==> src/rtl/mkgauss_seq.sv <==
// mkgauss_seq: sequencer feeding PRNG word pairs to MKGAUSS and storing its samples
// Ports:
//   clk, rst_n                 clock, asynchronous active-low reset
//   i_start, i_logn, i_abort   run control (i_logn sampled with an accepted i_start)
//   o_busy, o_done             run in progress, one-cycle completion pulse
//   i_rnd_valid, i_rnd         PRNG word stream, consumed when o_rnd_ready is high
//   o_r1_valid/o_r1,
//   o_r2_valid/o_r2            random word pair handed to MKGAUSS, one pulse each
//   i_val_valid, i_val         signed sample returned by MKGAUSS
//   o_wr_en, o_wr_addr,
//   o_wr_data                  coefficient buffer write port
module mkgauss_seq #(
   parameter int LOGN_MAX = 10,
   parameter int ADDR_W   = 10
) (
   input  logic              clk,
   input  logic              rst_n,
   input  logic              i_start,
   input  logic [3:0]        i_logn,
   input  logic              i_abort,
   output logic              o_busy,
   output logic              o_done,
   input  logic              i_rnd_valid,
   input  logic [63:0]       i_rnd,
   output logic              o_rnd_ready,
   output logic              o_r1_valid,
   output logic [63:0]       o_r1,
   output logic              o_r2_valid,
   output logic [63:0]       o_r2,
   input  logic              i_val_valid,
   input  logic [31:0]       i_val,
   output logic              o_wr_en,
   output logic [ADDR_W-1:0] o_wr_addr,
   output logic [31:0]       o_wr_data
);
   localparam int         CW     = LOGN_MAX + 1;
   localparam logic [3:0] LMAX   = 4'(LOGN_MAX);
   localparam logic [2:0] IDLE   = 3'd0;
   localparam logic [2:0] FETCH1 = 3'd1;
   localparam logic [2:0] FETCH2 = 3'd2;
   localparam logic [2:0] WAIT   = 3'd3;
   localparam logic [2:0] DONE   = 3'd4;
   localparam logic [2:0] FLUSH  = 3'd5;

   logic [2:0]        r_state, w_nxt;
   logic              r_busy, r_done, r_rnd_ready, r_r1_valid, r_r2_valid, r_wr_en;
   logic [63:0]       r_r1, r_r2;
   logic [ADDR_W-1:0] r_wr_addr;
   logic [31:0]       r_wr_data;
   logic [CW-1:0]     r_cnt, r_n;
   logic              w_go, w_hs, w_last, w_wr;
   logic [3:0]        w_logn;

   // r_busy still covers the done cycle, so a start there is treated as "while busy"
   assign w_go   = (r_state == IDLE) && !r_busy && i_start;
   // a word taken in an abort cycle is dropped: no pulse and no state advance
   assign w_hs   = r_rnd_ready && i_rnd_valid && !i_abort;
   assign w_last = r_cnt == r_n - CW'(1);
   assign w_wr   = (r_state == WAIT) && i_val_valid && !i_abort;
   assign w_logn = (i_logn > LMAX) ? LMAX : i_logn;

   always_comb begin
      w_nxt = r_state;
      case (r_state)
         IDLE:    w_nxt = w_go ? FETCH1 : IDLE;
         FETCH1:  w_nxt = i_abort ? IDLE : w_hs ? FETCH2 : FETCH1;
         FETCH2:  w_nxt = i_abort ? IDLE : w_hs ? WAIT : FETCH2;
         // an aborted sample still in flight must be drained, unless it arrives right now
         WAIT:    w_nxt = i_abort ? (i_val_valid ? IDLE : FLUSH)
                        : !i_val_valid ? WAIT : w_last ? DONE : FETCH1;
         DONE:    w_nxt = IDLE;
         FLUSH:   w_nxt = i_val_valid ? IDLE : FLUSH;
         default: w_nxt = IDLE;
      endcase
   end

   always_ff @(posedge clk or negedge rst_n) begin
      if (!rst_n) begin
         r_state     <= IDLE;
         r_busy      <= 1'b0;
         r_done      <= 1'b0;
         r_rnd_ready <= 1'b0;
         r_r1_valid  <= 1'b0;
         r_r2_valid  <= 1'b0;
         r_r1        <= '0;
         r_r2        <= '0;
         r_wr_en     <= 1'b0;
         r_wr_addr   <= '0;
         r_wr_data   <= '0;
         r_cnt       <= '0;
         r_n         <= '0;
      end else begin
         r_state     <= w_nxt;
         // the done pulse is issued from the IDLE cycle following DONE, keep busy through it
         r_busy      <= (w_nxt != IDLE) || ((r_state == DONE) && !i_abort);
         r_done      <= (r_state == DONE) && !i_abort;
         r_rnd_ready <= (w_nxt == FETCH1) || (w_nxt == FETCH2);
         r_r1_valid  <= w_hs && (r_state == FETCH1);
         r_r2_valid  <= w_hs && (r_state == FETCH2);
         r_wr_en     <= w_wr;
         if (w_hs && (r_state == FETCH1)) r_r1 <= i_rnd;
         if (w_hs && (r_state == FETCH2)) r_r2 <= i_rnd;
         if (w_go) begin
            r_n   <= CW'(1) << w_logn;
            r_cnt <= '0;
         end
         if (w_wr) begin
            r_wr_addr <= ADDR_W'(r_cnt);
            r_wr_data <= i_val;
            r_cnt     <= r_cnt + CW'(1);
         end
      end
   end

   assign o_busy      = r_busy;
   assign o_done      = r_done;
   assign o_rnd_ready = r_rnd_ready;
   assign o_r1_valid  = r_r1_valid;
   assign o_r1        = r_r1;
   assign o_r2_valid  = r_r2_valid;
   assign o_r2        = r_r2;
   assign o_wr_en     = r_wr_en;
   assign o_wr_addr   = r_wr_addr;
   assign o_wr_data   = r_wr_data;
endmodule

==> config.mk <==
export PLATFORM = sky130hd
export DESIGN_NAME = mkgauss_seq
export DESIGN_NICKNAME = d
export VERILOG_FILES = /design/src/rtl/mkgauss_seq.sv
export SDC_FILE = /design/constraint.sdc
export NUM_CORES = 1
export LEC_CHECK = 0
export ABC_CLOCK_PERIOD_IN_PS = 2600
export BUFFER_PORTS_ARGS = -buffer_cell sky130_fd_sc_hd__buf_2
export CELL_PAD_IN_SITES_DETAIL_PLACEMENT = 1
export CELL_PAD_IN_SITES_GLOBAL_PLACEMENT = 2
export CORE_ASPECT_RATIO = 1.5
export CORE_UTILIZATION = 30
export DETAILED_ROUTE_END_ITERATION = 6
export GPL_ROUTABILITY_DRIVEN = 0
export GPL_TIMING_DRIVEN = 0
export PLACE_DENSITY_LB_ADDON = 0.1
export SYNTH_ARGS = -nofsm -noshare
export SYNTH_HDL_FRONTEND = slang
export SYNTH_SLANG_ARGS = --single-unit
export TNS_END_PERCENT = 100
==> constraint.sdc <==
create_clock -name clk -period 2.6 [get_ports clk]
set_clock_uncertainty 0.2 [all_clocks]
set_input_delay 0.52 -clock clk [delete_from_list [all_inputs] [get_ports clk]]
set_output_delay 0.52 -clock clk [all_outputs]
set_load 0.005 [all_outputs]
==> qor_table.md <==
| Item | This run | Unit |
|---|---|---|
| Share of async-settable or async-resettable flops after synthesis | 1.00 | - |
| Starting utilization of the core area | 0.308 | - |
| Synth Instances | 761 | - |
| Maximum number of pins on one net before global-route repair | 112 | - |
| Area contributors post-synth | dfrtp_1, nand2_1, mux2_1, nand3_1, xnor2_1 | - |
| Layout cells sized above 1 | 0.317 | - |
| P&R area growth vs syn | 38.2 | % |
| Share of the clock period used by the worst path after layout | 0.967 | - |
| Kind of launch point of the worst setup path | flop | - |
| Number of enable flip-flop cells after synthesis | 0 | - |
| Sequential-to-total area share from yosys stat | 0.628 | - |
| Clock-pin slew of the registers on the worst-case setup and hold paths | 60 | ps |
| Skew-Pair Late Insertion Delay | 510 | ps |
| Warning count from the yosys run | 0 | - |
| Die span in y | 202 | µm |
| Rows | 72 | - |
| Power density over cell area | 988 | nW/µm² |
| Number of buffers created by CTS | 22 | - |
| Design Power | 10.9 | mW |
| Most area-hungry cell type in the Yosys netlist | dfrtp_1 | - |
| Setup Viol. Count Final | 0 | - |
| Gate family responsible for the most delay along the worst path | compound AO/OA/AOI/OAI gates | - |
| Total via count in the routed design | 6,634 | - |
| Cell breakdown of the critical path | nor3_4, a21boi_0, or4_1, a2111o_1, o31a_1, o211ai_2 | - |
| Cells on Worst Hold Path | 3 | - |
| Final Core Density | 0.425 | - |
| Arrival time of data at the critical path endpoint | 2740 | ps |
| Global-route wire length before repair | 38,900 | µm |
| Top-level I/O count | 282 | - |
| Maximum clock frequency | 398 | MHz |
| GRT Total Usage | 0.180 | - |
| Worst voltage drop across the vdd grid | 0.432 | mV |
| Worst Hold Margin | 20.0 | ps |
| Hold Vio Cnt, Final | 0 | - |
| Core region area | 26,000 | µm² |
| Avg Inst Size Synth | 10.5 | µm² |
| Clock root cell | clkbuf_16 | - |
| Relative max-transition margin | 0.510 | - |
| Final slew viol count | 0 | - |
| Post-detail-place hpwl | 17,600 | µm |
| Vias in the first global route | 7,065 | - |
| Critical path depth in cells | 6 | - |
| Overflow left after global routing | 0 | - |
| Bufs on Longest Clock Path | 3 | - |
| Port Buffer Count | 281 | - |
| Min setup slack post-route | 86.7 | ps |
| Cell Area, Synth | 8010 | µm² |
| Result of the run | complete, no violations | - |
| Static Leakage | 6.26 | nW |
| Finished layout cell area | 11,100 | µm² |
| Final ANT Viol Nets | 0 | - |
| Path class of the lowest-slack min-delay path | input pin to flop | - |
| Antenna violations before repair | 1 | - |
| RSZ-0062 raised after global routing | false | - |
| R2R depth | 6 | - |
| Count of clock tree sinks | 201 | - |
| CTS tree | done | - |
| Cell with the largest stage delay on the worst path | or4_1 | - |
| Slew @ Worst Pin | 735 | ps |
| Die Outline Area | 27,400 | µm² |
| Total Routed Length | 24,200 | µm |
| Kind of end point of the critical path | flop | - |
| Count of state elements after synthesis | 201 | - |
| Mean number of vias per cell | 4.57 | - |
| Total DRC errors in the routed layout | 0 | - |
| Distinct cell type count of the synthesized netlist | 50 | - |
| Delay of the slowest critical-path stage | 520 | ps |
| Number of H-tree branching levels | 1 | - |
| Number of nets in the finished design | 1,212 | - |
| Path type of the worst setup path | flop to flop | - |
| Worst endpoint required time | 2820 | ps |
| Crit-path max FO | 5 | - |
| Worst-case setup slack after placement | -538 | ps |
| Shortest clock period the worst path allows after layout | 2510 | ps |
| Max cap viols | 0 | - |
| Post-Place Cell Area | 9870 | µm² |
| Width of the die | 135 | µm |
| Share of the synthesized area in the top cell type | 0.628 | - |
| Number of detailed-route iterations in the first pass | 4 | - |
| Initial DRC Count | 197 | - |
| Buffer and inverter count on the worst path | 0 | - |
| Dominant synthesized flop cell | dfrtp_1 | - |
| Synth Net Count | 869 | - |
| WL/cell | 16.7 | µm |
registers in the layout, indices dropped and copies added (netlist names):
| register | count |
|---|---|
| o_r2_valid | 1 |
| r_state | 3 |
| o_busy | 1 |
| o_wr_addr | 10 |
| o_wr_data | 32 |
| o_r1 | 64 |
| o_r2 | 64 |
| r_cnt | 11 |
| o_wr_en | 1 |
| r_n | 11 |
| o_done | 1 |
| o_r1_valid | 1 |
| o_rnd_ready | 1 |
per-layer routing:
layer  vias to the layer above  track usage  part of all wire
li1                       3154            -                 -
met1                      3259        0.206              0.39
met2                       185        0.334              0.53
met3                        36       0.0361             0.058
met4                         0       0.0494             0.021
met5                         -            0                 0
report_power, final:
group	total (mW)	internal, mW	switching (mW)	leakage (nW)
Clock	3.46	2.18	1.28	0.391
Sequential	4.60	4.09	0.517	2.69
Combinational	2.88	1.40	1.48	3.18
Total	10.9	7.67	3.27	6.26
cells in the mapped netlist, drive strengths merged (2+ instances only):
cell type	n
nand2	340
dfrtp	201
mux2	65
clkbuf	19
nand3	18
o21ai	18
buf	15
xnor2	11
inv	10
nor2	5
nor3	5
o41ai	5
nand2b	4
o31ai	4
xor2	4
a21oi	3
nor4	3
and3b	2
ha	2
nand4	2
nor3b	2
nor4b	2
o211ai	2
or4	2
tightest hold or removal path, stage by stage:
cell	delay, ps
buf_2	80
nand2_1	40
nand2_1	50
metrics by stage:
stage | std cells | setup TNS (ps)
2_1_floorplan | 761 | 0
3_3_place_gp | 1375 | -640230
3_5_place_dp | 1376 | -31820
4_1_cts | 1447 | 0
5_1_grt | 1450 | 0
6_report | 1451 | 0
cell usage in the layout, fill, tap and decap left out, types with 4 or more instances in the layout:
| cell | n |
|---|---|
| xor2_1 | 4 |
| o21ai_0 | 5 |
| clkbuf_16 | 23 |
| bufinv_16 | 5 |
| o41ai_1 | 5 |
| nor2_1 | 4 |
| clkbuf_2 | 6 |
| nand2_1 | 340 |
| dfrtp_1 | 199 |
| o21ai_1 | 13 |
| nand2b_1 | 4 |
| clkbuf_1 | 21 |
| nand3_1 | 18 |
| buf_2 | 284 |
| buf_4 | 4 |
| inv_1 | 4 |
| mux2_1 | 64 |
| inv_2 | 6 |
| xnor2_1 | 10 |
| o31ai_1 | 4 |
| buf_1 | 4 |
| dlygate4sd3_1 | 33 |
cells by family after synthesis:
logic type | Yosys count | synth area share
XOR/XNOR | 15 | 0.0187
AO/OA/AOI/OAI | 44 | 0.0383
multiplexers | 66 | 0.0926
buffers and inverters | 44 | 0.0216
AND/OR/NAND/NOR | 389 | 0.198
flip-flops | 201 | 0.628
adder cells (fa/ha/maj) | 2 | 0.00312
layout make-up:
class | count | area, µm²
Fill cell | 3053 | 15000
Sequential cell | 201 | 5030
Multi-Input combinational cell | 516 | 2840
Timing Repair Buffer | 319 | 1800
Clock buffer | 29 | 628
Tap cell | 333 | 417
Clock inverter | 8 | 165
Buffer | 34 | 148
Inverter | 10 | 37.5
Antenna cell | 1 | 2.50
repair_timing:
action / in CTS / in global routing
pin swaps: 2 / 4
endpoints found under the hold margin: 122 / 0
setup buffers: 1 / 3
endpoints found under the setup margin: 56 / 52
hold buffers: 33 / 0
gates resized for setup: 2 / 16
path summary, 6_finish.rpt:
kind | start | end | slack (ps)
worst min register to register | o_wr_data[5] | o_wr_data[5] | 270
worst max-delay path | r_n[3] | o_busy | 90
max in group asynchronous | rst_n | o_wr_data[8] | 730
worst min-delay path | i_val[10] | o_wr_data[10] | 20
min in group asynchronous | rst_n | o_r1[23] | 430
worst max register to register | r_n[3] | o_busy | 90
No activity file was read; power rests on OpenSTA's default activity.
